$ cat src/rtl/bcd_tone_generator_pkg.sv
// Shared definitions for the BCD tone generator: FSM encoding,
// BCD digit limit and the board clock frequency used by the audio blocks.
package bcd_tone_generator_pkg;

    typedef enum logic [2:0] {
        S_IDLE    = 3'd0,
        S_CHECK   = 3'd1,
        S_CONVERT = 3'd2,
        S_DIVIDE  = 3'd3,
        S_PLAY    = 3'd4,
        S_DONE    = 3'd5
    } state_t;

    localparam logic [3:0] BCD_MAX = 4'd9;

    localparam int DEFAULT_CLK_HZ = 100_000_000;

endpackage

$ cat src/rtl/bcd_tone_generator_serial_divider.sv
// Bit-serial restoring divider: one quotient bit per clock, W clocks per divide.
// Ports: clk, reset (sync, high), start, dividend, divisor -> busy, done, quotient.
module serial_divider #(
    parameter int W = 27
) (
    input  logic         clk,
    input  logic         reset,
    input  logic         start,
    input  logic [W-1:0] dividend,
    input  logic [W-1:0] divisor,
    output logic         busy,
    output logic         done,
    output logic [W-1:0] quotient
);

    localparam int SW = $clog2(W + 1);

    logic [SW-1:0] step;
    logic [W-1:0]  rem;
    logic [W-1:0]  q;
    logic [W-1:0]  dvs;
    logic [W:0]    shifted;
    logic [W:0]    trial;

    // The dividend is shifted out of q's MSB while quotient bits enter its LSB.
    assign shifted  = {rem, q[W-1]};
    assign trial    = shifted - {1'b0, dvs};
    // done marks the cycle whose closing edge writes the last quotient bit.
    assign done     = busy && (step == SW'(W - 1));
    assign quotient = q;

    always_ff @(posedge clk) begin
        if (reset) begin
            busy <= 1'b0;
            step <= '0;
            rem  <= '0;
            q    <= '0;
            dvs  <= '0;
        end else if (start) begin
            busy <= 1'b1;
            step <= '0;
            rem  <= '0;
            q    <= dividend;
            dvs  <= divisor;
        end else if (busy) begin
            // A clear borrow bit means the trial subtraction fits.
            if (!trial[W]) begin
                rem <= trial[W-1:0];
                q   <= {q[W-2:0], 1'b1};
            end else begin
                rem <= shifted[W-1:0];
                q   <= {q[W-2:0], 1'b0};
            end
            step <= step + SW'(1);
            if (done) begin
                busy <= 1'b0;
            end
        end
    end

endmodule

$ cat src/rtl/bcd_tone_generator.sv
// Plays a square wave at a 4-digit BCD frequency for one measurement window.
// Ports: clk, reset, start, stop, 4 BCD digits -> tone_out, busy, done, err_bcd.
module bcd_tone_generator
    import bcd_tone_generator_pkg::*;
#(
    parameter int CLK_HZ          = DEFAULT_CLK_HZ,
    parameter int DURATION_CYCLES = 100_000_000,
    parameter int DIV_W           = 27
) (
    input  logic       clk,
    input  logic       reset,
    input  logic       start,
    input  logic       stop,
    input  logic [3:0] Thousands_Data,
    input  logic [3:0] Hundreds_Data,
    input  logic [3:0] Tens_Data,
    input  logic [3:0] Ones_Data,
    output logic       tone_out,
    output logic       busy,
    output logic       done,
    output logic       err_bcd
);

    localparam logic [DIV_W-1:0] DIVIDEND = DIV_W'(CLK_HZ);
    localparam logic [DIV_W-1:0] DUR_LAST = DIV_W'(DURATION_CYCLES - 1);
    localparam logic [31:0]      DIV_MAX  = 32'((64'd1 << DIV_W) - 64'd1);

    state_t           state;
    logic [15:0]      bcd;
    logic [13:0]      acc;
    logic [13:0]      acc_next;
    logic [1:0]       cnt;
    logic [3:0]       digit;
    logic [DIV_W-1:0] phase;
    logic [DIV_W-1:0] dur;
    logic [DIV_W-1:0] half;
    logic             silent;
    logic             bad_digit;

    logic [31:0]      twice;
    logic [DIV_W-1:0] divisor;
    logic             div_start;
    logic             div_busy;
    logic             div_done;
    logic [DIV_W-1:0] div_q;

    always_comb begin
        digit = '0;
        case (cnt)
            2'd0: digit = bcd[15:12];
            2'd1: digit = bcd[11:8];
            2'd2: digit = bcd[7:4];
            2'd3: digit = bcd[3:0];
        endcase
    end

    assign acc_next  = (acc << 3) + (acc << 1) + {10'd0, digit};
    assign bad_digit = (bcd[15:12] > BCD_MAX) || (bcd[11:8] > BCD_MAX) ||
                       (bcd[7:4] > BCD_MAX) || (bcd[3:0] > BCD_MAX);

    // A divisor too wide for the divider saturates, which still yields a
    // zero quotient and therefore the clamped half-period of 1.
    assign twice     = {17'd0, acc_next, 1'b0};
    assign divisor   = (twice > DIV_MAX) ? '1 : twice[DIV_W-1:0];
    assign div_start = (state == S_CONVERT) && (cnt == 2'd3) &&
                       (acc_next != '0);
    assign half      = (div_q == '0) ? DIV_W'(1) : div_q;

    serial_divider #(
        .W(DIV_W)
    ) u_div (
        .clk      (clk),
        .reset    (reset),
        .start    (div_start),
        .dividend (DIVIDEND),
        .divisor  (divisor),
        .busy     (div_busy),
        .done     (div_done),
        .quotient (div_q)
    );

    always_ff @(posedge clk) begin
        if (reset) begin
            state    <= S_IDLE;
            tone_out <= 1'b0;
            busy     <= 1'b0;
            done     <= 1'b0;
            err_bcd  <= 1'b0;
            bcd      <= '0;
            acc      <= '0;
            cnt      <= '0;
            phase    <= '0;
            dur      <= '0;
            silent   <= 1'b0;
        end else begin
            done <= 1'b0;
            unique case (state)
                S_IDLE: begin
                    tone_out <= 1'b0;
                    if (start) begin
                        bcd     <= {Thousands_Data, Hundreds_Data,
                                    Tens_Data, Ones_Data};
                        err_bcd <= 1'b0;
                        busy    <= 1'b1;
                        state   <= S_CHECK;
                    end
                end
                S_CHECK: begin
                    acc <= '0;
                    cnt <= '0;
                    if (bad_digit) begin
                        err_bcd <= 1'b1;
                        busy    <= 1'b0;
                        done    <= 1'b1;
                        state   <= S_DONE;
                    end else begin
                        state <= S_CONVERT;
                    end
                end
                S_CONVERT: begin
                    acc <= acc_next;
                    cnt <= cnt + 2'd1;
                    if (cnt == 2'd3) begin
                        phase    <= '0;
                        dur      <= '0;
                        tone_out <= 1'b0;
                        // A zero frequency skips the divider and plays silence.
                        silent   <= (acc_next == '0);
                        state    <= (acc_next == '0) ? S_PLAY : S_DIVIDE;
                    end
                end
                S_DIVIDE: begin
                    // Falling through on an idle divider avoids a stuck FSM.
                    if (div_done || !div_busy) begin
                        state <= S_PLAY;
                    end
                end
                S_PLAY: begin
                    if (stop) begin
                        tone_out <= 1'b0;
                        busy     <= 1'b0;
                        state    <= S_IDLE;
                    end else if (dur == DUR_LAST) begin
                        tone_out <= 1'b0;
                        busy     <= 1'b0;
                        done     <= 1'b1;
                        state    <= S_DONE;
                    end else begin
                        dur <= dur + DIV_W'(1);
                        if (phase == half - DIV_W'(1)) begin
                            phase    <= '0;
                            tone_out <= silent ? 1'b0 : ~tone_out;
                        end else begin
                            phase <= phase + DIV_W'(1);
                        end
                    end
                end
                S_DONE: begin
                    state <= S_IDLE;
                end
                default: begin
                    state <= S_IDLE;
                end
            endcase
        end
    end

endmodule

$ cat config.mk
export PLATFORM = sky130hd
export DESIGN_NAME = bcd_tone_generator
export DESIGN_NICKNAME = d
export VERILOG_FILES = /design/src/rtl/bcd_tone_generator_pkg.sv /design/src/rtl/bcd_tone_generator_serial_divider.sv /design/src/rtl/bcd_tone_generator.sv
export SDC_FILE = /design/constraint.sdc
export NUM_CORES = 1
export LEC_CHECK = 0
export CAP_MARGIN = 25
export CORE_MARGIN = 2
export CORE_UTILIZATION = 40
export CTS_CLUSTER_SIZE = 14
export DETAILED_ROUTE_END_ITERATION = 10
export PLACE_DENSITY = 0.53
export SETUP_SLACK_MARGIN = 0.1
export SLEW_MARGIN = 20
export SYNTH_ARGS = -nofsm -noshare
export SYNTH_HDL_FRONTEND = slang
export SYNTH_SLANG_ARGS = --single-unit
$ cat constraint.sdc
create_clock -name clk -period 5.95 [get_ports clk]
set_input_delay 0.8925 -clock clk [delete_from_list [all_inputs] [get_ports clk]]
set_output_delay 0.8925 -clock clk [all_outputs]
set_load 0.02 [all_outputs]
==> After elaboration in Yosys (flattened, before gate mapping) <==
Cells that the tools add are included.
Widths: inputs -> output; s select.
{ "classes": {"reduce_logical": 27, "n_eq_ne": 18, "add_sub_neg": 8, "n_lt_le_gt_ge": 5, "mux": 46, "n_bitwise": 1} }
{ "op_table": {"columns": ["cell", "count"], "rows": [
  ["$mux 27", 11],
  ["$pmux 27 s2", 2],
  ["$add 27x1->27 const B", 2],
  ["$sub 28x27->28", 1],
  ["$eq 27x27->1", 1],
  ["$eq 27x27->1 const B", 1],
  ["$gt 15x27->1 const B", 1],
  ["$logic_not 27->1", 1],
  ["$sub 27x1->27 const B", 1],
  ["$pmux 13 s2", 1],
  ["$mux 3", 7],
  ["$mux 1", 18],
  ["$gt 4x4->1 const B", 4],
  ["$pmux 4 s4", 1],
  ["$pmux 3 s5", 1],
  ["$add 14x14->14", 1],
  ["$add 14x4->14", 1],
  ["$logic_not 14->1", 1],
  ["$reduce_bool 14->1", 1],
  ["$reduce_and 4->1", 3],
  ["$ne 2x2->1 const B", 5],
  ["$reduce_bool 2->1", 4],
  ["$eq 3x2->1 const B", 2],
  ["$pmux 1 s3", 2],
  ["22 further kinds", 32]
]} }
{ "word_totals": {"ff_bits": 180} }

==> Depth between registers and ports, before layout <==
Gate-level depths: netlist of run 1.
{ "logic_depth": {"word_depth": 8, "mapped_depth": 19, "depth_no_buf": 17} }

==> Cells and area by module <==
From an unflattened synthesis of run 1, not the netlist that was laid out.
{ "hier_totals": {"hier_cells": 1445, "area_unflattened_um2": 11508.5} }
{ "modules_own_cells": {"columns": ["mod", "area_each_um2", "seq_area_each_um2", "cells_each", "instances"], "rows": [
  ["bcd_tone_generator", 6077.1, 1861.8, 772, 1],
  ["serial_divider", 5431.5, 1741.7, 673, 1]
]} }

==> Worst setup path after synthesis of run 1 <==
OpenSTA, ideal clock, no wires.
{ "synth_timing": {"path_kind": "flip-flop to flip-flop", "start": "register cnt[0]", "end": "register u_div.q[10] (netlist: u_div.quotient[10])", "period_less_slack_ns": 4.402, "arrival_ns": 4.337, "stages_incl_launch_ff": 19, "n_path_buf": 3, "t_required_ns": 5.885, "setup_slack_ns": 1.548, "path_cell_list": "dfxtp_1 > ha_1 > buf_6 > a222oi_1 > nand2_1 > o21ai_0 > fa_1 > inv_1 > fa_1 > or4_1 > a211o_1 > or3_1 > a2111o_1 > nor4_2 > nand2_2 > o21a_4 > buf_6 > buf_6 > nor2_1"} }
{ "synth_between": {"elab_chain_cells": 6} }
{ "synth_lines": {"columns": ["element", "line_no", "text"], "rows": [
  ["start, declared", "bcd_tone_generator.sv:32", "logic [1:0] cnt;"],
  ["start signal, assigned", "bcd_tone_generator.sv:122", "cnt <= cnt + 2'd1;"],
  ["$eq 2x2->1, or another cell as far along", "bcd_tone_generator.sv:49", "case (cnt)"],
  ["$pmux 4 s4 *", "bcd_tone_generator.sv:49", null],
  ["$add 14x4->14 *", "bcd_tone_generator.sv:57", "assign acc_next = (acc << 3) + (acc << 1) + {10'd0, digit};"],
  ["named net acc_next[3]", "bcd_tone_generator.sv:31", "logic [13:0] acc_next;"],
  ["$reduce_bool 14->1 *", "bcd_tone_generator.sv:66", "(acc_next != '0);"],
  ["$logic_and 1x1->1 *", "bcd_tone_generator.sv:65", "assign div_start = (state == S_CONVERT) && (cnt == 2'd3) &&"],
  ["$reduce_or 2->1 (no source line) *", null, null],
  ["end signal, assigned", "bcd_tone_generator_serial_divider.sv:43", "q <= dividend;"],
  ["end signal, assigned", "bcd_tone_generator_serial_divider.sv:49", "q <= {q[W-2:0], 1'b1};"],
  ["end signal, assigned", "bcd_tone_generator_serial_divider.sv:52", "q <= {q[W-2:0], 1'b0};"],
  ["end, declared", "bcd_tone_generator_serial_divider.sv:20", "logic [W-1:0] q;"]
]} }
The timed path passes the listed nets; every way through them passes the cells marked *.
A chain may end at the register's enable or synchronous reset.

==> Worst setup path in the final report of run 1 <==
{ "layout_timing": {"start": "register cnt[0]", "end": "register u_div.rem[14]"} }
{ "layout_between": {"elab_chain_cells": 6} }
{ "layout_lines": {"columns": ["element", "line_no", "text"], "rows": [
  ["$eq 2x2->1, or another cell as far along", "bcd_tone_generator.sv:49, bcd_tone_generator.sv:65", null],
  ["$pmux 4 s4", "bcd_tone_generator.sv:49", null],
  ["$add 14x4->14", "bcd_tone_generator.sv:57", null],
  ["$reduce_bool 14->1", "bcd_tone_generator.sv:66", null],
  ["$logic_and 1x1->1 *", "bcd_tone_generator.sv:65", null],
  ["$reduce_or 2->1 (no source line) *", null, null],
  ["end signal, assigned", "bcd_tone_generator_serial_divider.sv:48", "rem <= trial[W-1:0];"],
  ["end signal, assigned", "bcd_tone_generator_serial_divider.sv:51", "rem <= shifted[W-1:0];"],
  ["end, declared", "bcd_tone_generator_serial_divider.sv:19", "logic [W-1:0] rem;"]
]} }
Mark *: on every way between the ends. The rest lies on a longest branch, timed or not.

==> results of run 1 <==
kinds of logic (layout without fill, tap and decap cells):
| kind of cell | after synthesis | in the layout | share of synthesized area (%) |
|---|---|---|---|
| multiplexers | 59 | 59 | 6.08 |
| adder cells (fa/ha/maj) | 48 | 48 | 6.37 |
| AND/OR/NAND/NOR | 488 | 488 | 23.9 |
| AO/OA/AOI/OAI | 227 | 227 | 14.9 |
| buffers and inverters | 94 | 97 | 4.34 |
| XOR/XNOR | 114 | 114 | 10.2 |
| flip-flops | 167 | 167 | 34.2 |
stage by stage:
stage / setup slack, ns / cell area [sq um] / instances
floorplan: 1.55 / 9780 / 1197
global placement: 1.24 / 10200 / 1491
CTS: 1.05 / 10800 / 1523
finish: 1.06 / 10800 / 1524
global route: 0.671 / 10800 / 1524
detailed placement: 1.09 / 10200 / 1491
power breakdown:
| group | leakage (nW) | internal (mW) | total, mW | switching (mW) |
|---|---|---|---|---|
| registers | 1.35 | 1.16 | 1.20 | 0.0380 |
| clock network | 0.281 | 0.562 | 1.09 | 0.530 |
| logic | 2.51 | 0.199 | 0.594 | 0.395 |
worst paths after layout:
check,to,slack [ns],depth (start not counted)
max,u_div.rem[14]$_SDFFE_PP0P_,1.06,15
min,bcd[0]$_SDFFE_PP0P_,0.46,2
max reg2reg,u_div.rem[14]$_SDFFE_PP0P_,1.06,15
min reg2reg,bcd[0]$_SDFFE_PP0P_,0.46,2
sequential cells by signal, summed over array words and instances (netlist names):
name,flops
acc,13
bcd,16
busy,1
cnt,2
done,1
dur,27
err_bcd,1
phase,27
silent,1
state,3
tone_out,1
u_div.busy,1
u_div.dvs,14
u_div.quotient,27
u_div.rem,27
u_div.step,5
cells in the final DEF (no fill, tap or decap), drive strengths merged, types with 8 or more instances in the layout:
| cell type | instances |
|---|---|
| nor2 | 192 |
| dfxtp | 167 |
| nand2 | 98 |
| a21oi | 92 |
| xor2 | 67 |
| mux2i | 56 |
| xnor2 | 47 |
| ha | 45 |
| inv | 40 |
| nand3 | 38 |
| o21ai | 34 |
| a211oi | 29 |
| clkdlybuf4s50 | 22 |
| nor2b | 21 |
| nor3 | 21 |
| nand2b | 18 |
| and3 | 17 |
| nand4 | 17 |
| clkbuf | 17 |
| nor4 | 14 |
| or3 | 11 |
| buf | 11 |
| a21o | 9 |
| nor3b | 8 |
| a31oi | 8 |
| o21a | 8 |
routing by layer:
metal / vias to the layer above / wire length, um / share of wire (%) / track usage (%)
met3: 23 / 592 / 2.6 / 3.33
met1: 3766 / 11500 / 51 / 24.7
met4: 0 / 273 / 1.2 / 4.46
li1: 4176 / - / - / -
met2: 100 / 10200 / 45 / 28.3
met5: - / 0 / 0 / 0
critical path, cell delays in order, from the launching register on:
cell	delay (ns)
dfxtp_1	0.34
ha_1	0.32
a222oi_1	0.43
a21oi_1	0.14
ha_1	0.28
ha_1	0.23
fa_1	0.41
xor2_1	0.20
or4_1	0.42
a211o_1	0.23
or3_1	0.30
a2111o_1	0.36
nor4_2	0.32
nand2_2	0.15
o21a_4	0.41
a211oi_1	0.25
final cells by class:
type                       instances  area [sq um]  share of cell area, %
multi-input combinational        936          6020                   55.8
sequential                       167          3350                   31.0
clock buffer                      17           425                   3.94
tap                              324           405                   3.76
timing repair buffer              33           320                   2.97
clock inverter                    15           155                   1.44
inverter                          32           120                   1.11
==> results.md, run 1 <==
- Status: finished clean
- Core area: 24200 sq um
- Worst relative slew slack: 39.9%
- CTS tree: yes
- RSZ-0062 raised after global routing: false
- TritonCTS Buffers: 17
- CP Data Required Time: 6.29 ns
- Most common cell in the netlist: nor2_1
- GP Congestion: 0.835
- Clock transition at path regs: 0.07 ns
- CP endpoint kind: register
- Die width: 160 um
- Hold crit path type: register to register
- Fill count: 2432
- VDD IR max: 198 uV
- Min Tclk post-route: 4.89 ns
- Ys async rst share: 0%
- Worst Setup SP: cnt[0]$_SDFFE_PP0P_
- Vias in the first global route: 7503
- Starting Density: 40.4%
- IO Port Bufs: 23
- DP HPWL: 15.9 mm
- Grt total ovfl: 0
- FMAX: 205 MHz
- Area Overhead vs Synth: 10.4%
- Yosys top cell by area: dfxtp_1
- Post-synth EDFFs: 0
- Max Slew Vio Count: 0
- I/O Pins: 24
- Mean area per synthesized cell: 8.17 sq um
- Hold Vio Cnt, Final: 0
- Top cells by area, synth: dfxtp_1 34%, nor2_1 7.4%, xor2_1 6.0%
- R2R Path Start: cnt[0]$_SDFFE_PP0P_
- Cells after synthesis: 1197
- Hold Path Origin: bcd[0]$_SDFFE_PP0P_
- Yosys cell types: 74
- Syn_nets: 1265
- CTS root buf: clkbuf_16
- DRT Pass-1 Iters: 8
- Synth Flop Type: dfxtp_1
- PD cells: 267 nW/um^2
- Worst Tran Pin Value: 0.899 ns
- Gr usage total: 17.7%
- Share of layout cells above drive strength 1: 5.17%
- Wire per inst: 14.8 um
- Initial antenna violation count: 0
- Drt initial violations: 415
- Die Y: 160 um
- Ys Warns: 0
- CP Launch Type: register
- Routed WL: 22.6 mm
- Fin crit share: 82.2%
- Hold WS: 0.460 ns
- Largest net degree at the start of global routing: 90
- Die area: 25700 sq um
- Vias: 8065
- CTS Buffer Depth: 2
- Vias per cell: 5.29
- Final setup TNS: 0 ns
- First-pass GRT wire length: 37.7 mm
- Core Util, Final: 44.6%
- Antenna Nets Post-Route: 0
- Critical Path AT: 5.23 ns
- Max_cap viols: 0
- Post-synthesis instance area: 9780 sq um
- Area share of the largest cell type after synthesis: 34.2%
- Hold Buf Count CTS: 0
- Setup repair bufs after CTS: 0
- Total power: 2.88 mW
- FP Rows: 57
- Synth top cells by count: 192 x nor2_1, 167 x dfxtp_1, 97 x nand2_1
- Setup violators final: 0
- Nets: 1255
- CTS resizes: 0
- Htree depth: 4
- Clock latency at the later pin of the worst-skew pair: 0.44 ns
- Leak pwr: 4.14 nW
- Sequential-to-total area share from yosys stat: 34.2%
- Number of synthesized register bits: 167
- Clock sink total: 167
- Critical path fanouts, max: 48
- Layout Skew: 0.0140 ns
- Crit Path Category: register to register
- DRC: 0
- Antenna diode instance count: 0
(Power assumes the default switching activity.)
==> run 2, diff against run 1 <==
==> constraint.sdc (replaced) <==
create_clock -name clk -period 5.08 [get_ports clk]
set_input_delay 0.762 -clock clk [delete_from_list [all_inputs] [get_ports clk]]
set_output_delay 0.762 -clock clk [all_outputs]
set_load 0.02 [all_outputs]
==> run 2 against run 1 <==
Global-route usage up 0.20 points. Clock power grew 23%. Combinational power is 25% higher. Largest power group unchanged. Wire length is 2.4% higher. Critical path type unchanged. Sequential cell count unchanged. Sequential share of layout area fell by 0.34 points. Maximum frequency is 2.6% higher. Worst setup slack lost 0.74 ns. Cell count is 0.59% higher. First-iteration DRC count increased by 14%. Critical path depth increased by 1.
==> results.md, run 2 (synthesis results as in run 1) <==
- Wire per inst: 15.1 um
- DRT Pass-1 Iters: 5
- Nets: 1264
- PD cells: 321 nW/um^2
- FP Rows: 57
- Core Util, Final: 45.1%
- CP Capture Point: u_div.step[1]$_SDFFE_PP0P_
- Commonest non-fill, non-tap cell in the layout: nor2_1
- Vias: 8098
- R2R setup slack: 0.32 ns
- DP Worst Slack: 0.287 ns
- First-pass GRT wire length: 38.1 mm
- Hold Buf Count CTS: 0
- Drt initial violations: 473
- Initial antenna violation count: 0
- Critical Path AT: 5.11 ns
- Most frequent cells in the layout: 192 x nor2_1, 166 x dfxtp_1, 96 x nand2_1, 92 x a21oi_1, 67 x xor2_1
- Logic pwr share: 21.2%
- Antenna Nets Post-Route: 0
- Clock sink total: 167
- GP Congestion: 0.876
- Fin crit share: 93.8%
- Clk pwr share: 38.3%
- Min Tclk post-route: 4.76 ns
- Die width: 160 um
- Leak pwr: 4.20 nW
- VDD IR max: 236 uV
- Routed WL: 23.1 mm
- Hold WS: 0.470 ns
- Finished Cell Area: 10900 sq um
- Die area: 25700 sq um
- Status: finished clean
- Switch share: 33.4%
- CTS tree: yes
- Layout Skew: 0.0163 ns
- Share of layout cells above drive strength 1: 5.96%
- Grt total ovfl: 0
- CP Data Required Time: 5.43 ns
- Gr usage total: 17.9%
- Starting Density: 40.4%
- Max Slew Vio Count: 0
- Int Power: 2.34 mW
- Worst relative slew slack: 41.9%
- Core area: 24200 sq um
- Clock latency at the later pin of the worst-skew pair: 0.43 ns
- Cells on worst reg2reg path: 16
- Worst Setup Slack, final: 0.317 ns
- Largest net degree at the start of global routing: 90
- Area Overhead vs Synth: 11.6%
- Cells after DPL: 1498
- CTS root buf: clkbuf_16
- Vias per cell: 5.28
- Worst Tran Pin Value: 0.869 ns
- Hold crit path type: register to register
- CP Launch Type: register
- Reg-to-Reg End: u_div.step[1]$_SDFFE_PP0P_
- Hold Vio Cnt, Final: 0
- Crit Path Category: register to register
- Non-filler cells, final: 1533
- CP endpoint kind: register
- Vias in the first global route: 7535
- Antenna diode instance count: 0
- TritonCTS Buffers: 17
- FMAX: 210 MHz
- IO Port Bufs: 23
- Htree depth: 4
- Final setup TNS: 0 ns
- Critical path fanouts, max: 12
- Setup repair bufs after CTS: 0
- FF+latch area: 3350 sq um
- Reg power frac: 40.4%
- Area of the multi-input gates: 6050 sq um
- DP HPWL: 15.9 mm
- R2R Path Start: cnt[1]$_SDFFE_PP0P_
- Cell Area, Placed: 10200 sq um
- RSZ-0062 raised after global routing: true
- Worst Setup SP: cnt[1]$_SDFFE_PP0P_
- Fill count: 2398
- Max_cap viols: 0
- Setup violators final: 0
- Clock transition at path regs: 0.07 ns
- DRC: 0
- Total power: 3.51 mW
- Die Y: 160 um
- Switch Pwr: 1.17 mW
- CTS Buffer Depth: 2
- I/O Pins: 24
run 2: cell count changes in the layout (fill, tap and decap cells not counted), sizes merged:
cell	previous run	this run
buf	11	18
bufinv	0	1
clkbuf	17	18
clkinv	5	4
clkinvlp	2	1
o21a	8	10
run 2: layout make-up:
class                      instances  area share, %
clock inverter                    14           1.58
multi-input combinational        938           55.5
timing repair buffer              40           3.42
inverter                          32           1.10
clock buffer                      18           4.02
tap                              324           3.72
sequential                       167           30.7
run 2: worst max-delay path, stage by stage, from the launching register on:
cell	delay [ns]
dfxtp_1	0.38
inv_1	0.10
ha_1	0.23
a222oi_1	0.30
nand2_1	0.08
o21ai_0	0.12
fa_1	0.46
inv_1	0.11
fa_1	0.43
or4_1	0.49
a211o_1	0.23
or3_1	0.30
a2111o_1	0.38
nor4_4	0.26
nand2_2	0.21
o21a_2	0.37
a211oi_2	0.22
run 2: how the worst min path moves through the flow:
stage,end,slack [ns],cells past startpoint,from
global placement,bcd[4]$_SDFFE_PP0P_,0.46,2,bcd[4]$_SDFFE_PP0P_
CTS,bcd[4]$_SDFFE_PP0P_,0.47,2,bcd[4]$_SDFFE_PP0P_
global route,bcd[4]$_SDFFE_PP0P_,0.49,2,bcd[4]$_SDFFE_PP0P_
floorplan,bcd[4]$_SDFFE_PP0P_,0.44,2,bcd[4]$_SDFFE_PP0P_
finish,bcd[8]$_SDFFE_PP0P_,0.47,2,bcd[8]$_SDFFE_PP0P_
detailed placement,bcd[4]$_SDFFE_PP0P_,0.46,2,bcd[4]$_SDFFE_PP0P_
run 2: power groups by stage:
stage | clock, mW | sequential (mW) | combinational [mW]
after detailed placement | 0 | 1.45 | 0.693
after floorplan | 0 | 1.42 | 0.551
after CTS | 1.38 | 1.42 | 0.694
after global routing | 1.44 | 1.43 | 0.831
after global placement | 0 | 1.45 | 0.685
final | 1.34 | 1.42 | 0.745
run 2: repair_timing:
| item | 4_1_cts | 5_1_grt |
|---|---|---|
| resized for setup | 0 | 3 |
| hold endpoints to repair | 0 | 0 |
| endpoints found under the setup margin | 0 | 43 |
run 2: metal layers:
layer,part of all wire (%),routed length (um),vias up,GRT usage (%)
met4,0.91,210,0,4.46
met1,52,12100,3797,25.2
met2,44,10200,104,28.5
met5,0,0,-,0
li1,-,-,4183,-
met3,2.6,601,14,3.31
